## src/rtl/axil4_arb_pkg.sv

```systemverilog
// Purpose: shared types and constants for the AXI-Lite write arbiter.
// Contents: FSM state encoding and the BRESP codes used by requesters and bench.
// Ports: none (package).
package axil4_arb_pkg;

    typedef enum logic [1:0] {
        IDLE = 2'd0,
        XFER = 2'd1,
        RESP = 2'd2
    } arb_state_e;

    localparam logic [1:0] OKAY   = 2'b00;
    localparam logic [1:0] SLVERR = 2'b10;

endpackage

```

## src/rtl/arbiter_rr_select.sv

```systemverilog
// Purpose: round-robin pick of the first set request at or after a pointer, wrapping at N.
// Latency: purely combinational, zero cycles.
// Backpressure: none; the caller decides when to act on the pick.
// Ports: i_req request vector, i_ptr search start; o_found any request set, o_idx chosen index.
module arbiter_rr_select #(
    parameter int N  = 2,
    parameter int IW = $clog2(N)
) (
    input  logic [N-1:0]  i_req,
    input  logic [IW-1:0] i_ptr,
    output logic          o_found,
    output logic [IW-1:0] o_idx
);

    always_comb begin
        int w_cand;
        o_found = 1'b0;
        o_idx   = '0;
        w_cand  = 0;
        // Walk from the farthest candidate back to the pointer so the nearest hit wins.
        for (int k = N - 1; k >= 0; k--) begin
            w_cand = int'(i_ptr) + k;
            if (w_cand >= N) begin
                w_cand = w_cand - N;
            end
            if (i_req[w_cand]) begin
                o_found = 1'b1;
                o_idx   = IW'(w_cand);
            end
        end
    end

endmodule

```

## src/rtl/axil4_wr_arbiter.sv

```systemverilog
// Purpose: N-to-1 AXI-Lite write arbiter, one outstanding transaction, round-robin grants.
// Latency: grant registered one cycle after AW request; AW/W/B forwarded combinationally once granted.
// Backpressure: non-granted requesters see ready=0; downstream B is held off (m_bready=0) outside RESP.
// Ports: aclk/areset (sync, active high); req_* packed per-requester AW/W/B lanes (slice i = requester i);
//        m_* single downstream AW/W/B channel; grant_id/grant_valid current owner; busy activity flag.
module axil4_wr_arbiter
    import axil4_arb_pkg::*;
#(
    parameter int NUM_REQ         = 2,
    parameter int AXIL_ADDR_WIDTH = 32,
    parameter int AXIL_DATA_WIDTH = 32
) (
    input  logic                                   aclk,
    input  logic                                   areset,
    input  logic [NUM_REQ*AXIL_ADDR_WIDTH-1:0]     req_awaddr,
    input  logic [NUM_REQ*3-1:0]                   req_awprot,
    input  logic [NUM_REQ-1:0]                     req_awvalid,
    output logic [NUM_REQ-1:0]                     req_awready,
    input  logic [NUM_REQ*AXIL_DATA_WIDTH-1:0]     req_wdata,
    input  logic [NUM_REQ*(AXIL_DATA_WIDTH/8)-1:0] req_wstrb,
    input  logic [NUM_REQ-1:0]                     req_wvalid,
    output logic [NUM_REQ-1:0]                     req_wready,
    output logic [NUM_REQ*2-1:0]                   req_bresp,
    output logic [NUM_REQ-1:0]                     req_bvalid,
    input  logic [NUM_REQ-1:0]                     req_bready,
    output logic [AXIL_ADDR_WIDTH-1:0]             m_awaddr,
    output logic [2:0]                             m_awprot,
    output logic                                   m_awvalid,
    input  logic                                   m_awready,
    output logic [AXIL_DATA_WIDTH-1:0]             m_wdata,
    output logic [AXIL_DATA_WIDTH/8-1:0]           m_wstrb,
    output logic                                   m_wvalid,
    input  logic                                   m_wready,
    input  logic [1:0]                             m_bresp,
    input  logic                                   m_bvalid,
    output logic                                   m_bready,
    output logic [$clog2(NUM_REQ)-1:0]             grant_id,
    output logic                                   grant_valid,
    output logic                                   busy
);

    localparam int AW = AXIL_ADDR_WIDTH;
    localparam int DW = AXIL_DATA_WIDTH;
    localparam int SW = DW / 8;
    localparam int GW = $clog2(NUM_REQ);

    arb_state_e         r_state, w_state_nxt;
    logic [GW-1:0]      r_rr_ptr, w_rr_ptr_nxt;
    logic [GW-1:0]      r_grant_id, w_grant_id_nxt;
    logic               r_grant_valid, w_grant_valid_nxt;
    logic               r_aw_done, w_aw_done_nxt;
    logic               r_w_done, w_w_done_nxt;
    logic               w_pick_found;
    logic [GW-1:0]      w_pick_idx;
    logic [NUM_REQ-1:0] w_gnt_oh;
    logic               w_sel_awvalid, w_sel_wvalid, w_sel_bready;
    logic               w_aw_hs, w_w_hs;

    arbiter_rr_select #(
        .N  (NUM_REQ),
        .IW (GW)
    ) u_rr_select (
        .i_req   (req_awvalid),
        .i_ptr   (r_rr_ptr),
        .o_found (w_pick_found),
        .o_idx   (w_pick_idx)
    );

    assign w_gnt_oh    = NUM_REQ'(1) << r_grant_id;
    assign grant_id    = r_grant_id;
    assign grant_valid = r_grant_valid;
    assign busy        = (r_state != IDLE) || (|req_awvalid);

    // Payload always follows the registered owner; only valid/ready are state-gated.
    always_comb begin
        m_awaddr      = '0;
        m_awprot      = '0;
        m_wdata       = '0;
        m_wstrb       = '0;
        w_sel_awvalid = 1'b0;
        w_sel_wvalid  = 1'b0;
        w_sel_bready  = 1'b0;
        for (int i = 0; i < NUM_REQ; i++) begin
            if (w_gnt_oh[i]) begin
                m_awaddr      = req_awaddr[i*AW +: AW];
                m_awprot      = req_awprot[i*3 +: 3];
                m_wdata       = req_wdata[i*DW +: DW];
                m_wstrb       = req_wstrb[i*SW +: SW];
                w_sel_awvalid = req_awvalid[i];
                w_sel_wvalid  = req_wvalid[i];
                w_sel_bready  = req_bready[i];
            end
        end
    end

    always_comb begin
        w_state_nxt       = r_state;
        w_rr_ptr_nxt      = r_rr_ptr;
        w_grant_id_nxt    = r_grant_id;
        w_grant_valid_nxt = r_grant_valid;
        w_aw_done_nxt     = r_aw_done;
        w_w_done_nxt      = r_w_done;
        w_aw_hs           = 1'b0;
        w_w_hs            = 1'b0;
        req_awready       = '0;
        req_wready        = '0;
        req_bvalid        = '0;
        req_bresp         = '0;
        m_awvalid         = 1'b0;
        m_wvalid          = 1'b0;
        m_bready          = 1'b0;

        case (r_state)
            IDLE: begin
                if (w_pick_found) begin
                    w_grant_id_nxt    = w_pick_idx;
                    w_grant_valid_nxt = 1'b1;
                    w_state_nxt       = XFER;
                end
            end
            XFER: begin
                // A completed channel is fenced off so no second beat can slip through.
                m_awvalid   = w_sel_awvalid && !r_aw_done;
                m_wvalid    = w_sel_wvalid && !r_w_done;
                req_awready = w_gnt_oh & {NUM_REQ{m_awready && !r_aw_done}};
                req_wready  = w_gnt_oh & {NUM_REQ{m_wready && !r_w_done}};
                w_aw_hs     = m_awvalid && m_awready;
                w_w_hs      = m_wvalid && m_wready;
                if ((r_aw_done || w_aw_hs) && (r_w_done || w_w_hs)) begin
                    w_state_nxt   = RESP;
                    w_aw_done_nxt = 1'b0;
                    w_w_done_nxt  = 1'b0;
                end else begin
                    w_aw_done_nxt = r_aw_done || w_aw_hs;
                    w_w_done_nxt  = r_w_done || w_w_hs;
                end
            end
            RESP: begin
                req_bvalid = w_gnt_oh & {NUM_REQ{m_bvalid}};
                for (int i = 0; i < NUM_REQ; i++) begin
                    req_bresp[2*i +: 2] = w_gnt_oh[i] ? m_bresp : 2'b00;
                end
                m_bready = w_sel_bready;
                if (m_bvalid && w_sel_bready) begin
                    w_state_nxt       = IDLE;
                    w_grant_valid_nxt = 1'b0;
                    w_rr_ptr_nxt      = (r_grant_id == GW'(NUM_REQ - 1)) ? '0 : r_grant_id + GW'(1);
                end
            end
            default: begin
                w_state_nxt = IDLE;
            end
        endcase
    end

    always_ff @(posedge aclk) begin
        if (areset) begin
            r_state       <= IDLE;
            r_rr_ptr      <= '0;
            r_grant_id    <= '0;
            r_grant_valid <= 1'b0;
            r_aw_done     <= 1'b0;
            r_w_done      <= 1'b0;
        end else begin
            r_state       <= w_state_nxt;
            r_rr_ptr      <= w_rr_ptr_nxt;
            r_grant_id    <= w_grant_id_nxt;
            r_grant_valid <= w_grant_valid_nxt;
            r_aw_done     <= w_aw_done_nxt;
            r_w_done      <= w_w_done_nxt;
        end
    end

endmodule

```

## config.mk

```make
export PLATFORM = sky130hd
export DESIGN_NAME = axil4_wr_arbiter
export DESIGN_NICKNAME = d
export VERILOG_FILES = /design/src/rtl/axil4_arb_pkg.sv /design/src/rtl/arbiter_rr_select.sv /design/src/rtl/axil4_wr_arbiter.sv
export SDC_FILE = /design/constraint.sdc
export NUM_CORES = 1
export LEC_CHECK = 0
export ABC_CLOCK_PERIOD_IN_PS = 1700
export CORE_AREA = 4 4 93 95
export CTS_CLUSTER_SIZE = 10
export DETAILED_ROUTE_END_ITERATION = 12
export DIE_AREA = 0 0 97 99
export GPL_ROUTABILITY_DRIVEN = 0
export PLACE_DENSITY = 0.7
export SETUP_SLACK_MARGIN = 0.15
export SYNTH_ARGS = -nofsm -noshare
export SYNTH_HDL_FRONTEND = slang
export SYNTH_SLANG_ARGS = --single-unit
```

## constraint.sdc

```tcl
create_clock -name aclk -period 1.7 [get_ports aclk]
set_input_delay 0.425 -clock aclk [delete_from_list [all_inputs] [get_ports aclk]]
set_output_delay 0.425 -clock aclk [all_outputs]
set_load 0.005 [all_outputs]
```

==> flow_metrics.py <==
metrics = {
    "die": {
        "rows": 32,
        "die_h_microns": 99,
        "dieArea_sq_um": 9600,
        "ios": 242,
        "start_util_pct": 17.4,
        "die_w_microns": 97,
        "design.core.area_sq_um": 7730,
    },
    "yosys": {
        "ys_ff_latch": 7,
        "async_flop_share_pct": 0,
        "syn_nets": 302,
        "synth_area_sq_um": 1340,
        "synth_edf_count": 0,
        "ys.flop_type": "dfxtp_1",
        "synth_cell_type_count": 31,
        "syn_area_per_cell_sq_um": 9.14,
        "ys_seq_area_share_pct": 10.4,
        "yosys_warnings": 0,
        "syn_inst": 147,
    },
    "placement": {
        "io_buffers": 241,
        "placed_area_sq_um": 4060,
        "dp_hpwl_mm": 8.10,
        "post-place-ws_ps": -573,
    },
    "route": {
        "via_per_inst": 4.37,
        "route.detailed.drc": 0,
        "drt_wl_total_mm": 10.8,
        "drtIter0Drc": 51,
        "ant_nets": 0,
        "dr.pass1.iters": 4,
        "drt-wirelength-per-cell_microns": 19.9,
        "vias": 2362,
    },
    "clock_tree": {
        "insertion_delay_ps": 230,
        "clk_path_buf_depth": 2,
        "cts_hold_buf": 0,
        "cts_buffers": 3,
        "cts.sinks": 7,
        "cts_tree": "yes",
        "root_buffer": "clkbuf_8",
        "cts_htree_levels": 1,
        "clkTransAtPathRegs_ps": 40,
    },
    "grt": {
        "antenna_found_initial": 0,
        "grt_max_degree": 11,
        "grt_pass1_vias": 2526,
        "grt_usage_pct": 20.3,
        "grt_pass1_wl_mm": 15.5,
        "grt.overflow.total": 0,
    },
    "sta": {
        "setup_viol": 79,
        "fmax_mhz": 511,
        "slew_violations": 0,
        "tns_ps": -12490,
        "finClkSkew_ps": 1.23,
        "relSlewSlack_pct": 82.8,
        "hold_violations": 0,
        "whs_ps": 485,
        "min_period_over_period_pct": 115,
        "worst_slack_ps": -259,
        "min_period_ps": 1960,
        "rsz0062_at_grt": "true",
        "worst_slew_pin_slew_ps": 255,
    },
    "setup_path": {
        "cp_max_fo": 6,
        "end_kind": "output port",
        "r2r_start": "grant_id",
        "crit_slowest_cell": "dfxtp_4",
        "max_stage_delay_ps": 350,
        "critPathRequiredTime_ps": 1270,
        "crit_arrival_ps": 1530,
        "crit_chain": "buf_12 > buf_8 > buf_12 > buf_12 > mux2_4 > buf_6",
        "crit_top_cell": "buf_12",
        "r2r_cells": 7,
        "r2r_end": "r_rr_ptr",
        "critPathKind": "reg -> out",
        "r2r_setup_slack_ps": 50,
        "start_kind": "flop",
    },
    "finish": {
        "finalInstanceArea_sq_um": 4930,
        "drive_above_1_share_pct": 53.8,
        "area_growth_pct": 267,
        "diodes": 0,
        "fin_nets": 595,
    },
    "job": {
        "drv_cap": 0,
    },
    "pwr": {
        "power_leakage_nw": 2.15,
        "max-vdd-ir-drop_v": 0.000479,
        "power.density_nw_per_um2": 357,
        "total_power_mw": 1.76,
    },
    "hold_path": {
        "hold_path_end": "r_rr_ptr",
        "hp-class": "reg -> reg",
        "min_path_cells": 2,
        "hp-start": "r_rr_ptr",
    },
    "status": {
        "status": "complete, but fails checks",
        "violations": "setup timing",
    },
}
## flip-flops by register name, indices dropped and copies added, names as in the netlist
register	cells
r_w_done	1
grant_valid	1
r_aw_done	1
r_rr_ptr	1
grant_id	1
r_state	2
## layer usage
| metal | routed length, microns | GRT usage (%) | vias to the layer above |
|---|---|---|---|
| met5 | 0 | 0 | - |
| met2 | 5920 | 39.5 | 96 |
| met4 | 149 | 2.81 | 0 |
| met3 | 616 | 4.67 | 12 |
| met1 | 4070 | 22.8 | 1125 |
| li1 | - | - | 1129 |
## through the flow
step	utilization, %	cells
global route	63.8	541
global placement	52.5	503
floorplan	-	147
finish	63.8	541
detailed placement	52.5	503
CTS	60.0	535
## layout by cell type (no fill, tap or decap), types with 2 or more instances in the layout
master,count
mux2_4,47
nand2b_1,3
buf_12,10
buf_4,22
dfxtp_4,2
nor2_4,5
inv_1,3
a21oi_2,3
nor3_2,2
dlygate4sd2_1,24
a21oi_1,3
buf_16,7
mux2_2,26
nor2_1,3
buf_8,2
clkbuf_8,3
buf_6,67
dfxtp_1,4
o31ai_2,2
nand2_1,3
buf_2,16
nor2_2,3
clkdlybuf4s50_1,148
nand2b_4,2
nand2_2,2
clkbuf_2,2
## worst max-delay path: cells and delay by family, from the launching register on
family / cells / cell delay [ps]
multiplexers: 1 / 310
flip-flops: 1 / 350
buffers and inverters: 5 / 630
## cell usage after synthesis (2+ instances only)
cell type / number / area [sq um]
mux2_2: 72 / 811
nor2_1: 11 / 41.3
buf_2: 8 / 40.0
dfxtp_1: 7 / 140
a21oi_1: 6 / 30.0
nand2_1: 6 / 22.5
nand2b_1: 5 / 31.3
inv_1: 3 / 11.3
clkbuf_1: 2 / 7.51
nand3_1: 2 / 10.0
nor3_1: 2 / 10.0
nor3b_1: 2 / 15.0
o31ai_1: 2 / 15.0
o41ai_1: 2 / 17.5
## layout make-up
class | instances | area (sq um)
timing repair buffer | 299 | 3130
tap | 102 | 128
multi-input combinational | 126 | 1460
fill | 619 | 2800
sequential | 7 | 149
inverter | 3 | 11.3
clock buffer | 4 | 45.0
## worst max-delay path by stage
stage / start / end / slack [ps] / cells after the start
final: grant_id / m_wdata[15] / -260 / 6
after floorplan: grant_id / m_wdata[10] / 170 / 4
after global routing: grant_id / m_wdata[15] / -280 / 6
after CTS: grant_id / m_wdata[16] / -260 / 6
after global placement: req_awvalid[0] / m_awvalid / -540 / 4
after detailed placement: req_awvalid[0] / m_awvalid / -570 / 4
## cells by family after synthesis
group / after synthesis / synth area share, %
muxes: 74 / 62.2
buffers and inverters: 14 / 5.21
AOI/OAI and AO/OA: 18 / 9.50
DFF: 7 / 10.4
and+or+nand+nor: 34 / 12.7
## what timing repair did
action	in CTS	in global routing
pin swaps	8	11
gates cloned	7	0
resized for setup	400	61
setup buffers	21	6
endpoints found under the setup margin	89	89
## power breakdown
| part | internal [mW] | switching, mW |
|---|---|---|
| logic | 0.939 | 0.391 |
| clock network | 0.163 | 0.0793 |
| registers | 0.173 | 0.0127 |
| total | 1.28 | 0.483 |
(Power assumes the default switching activity.)
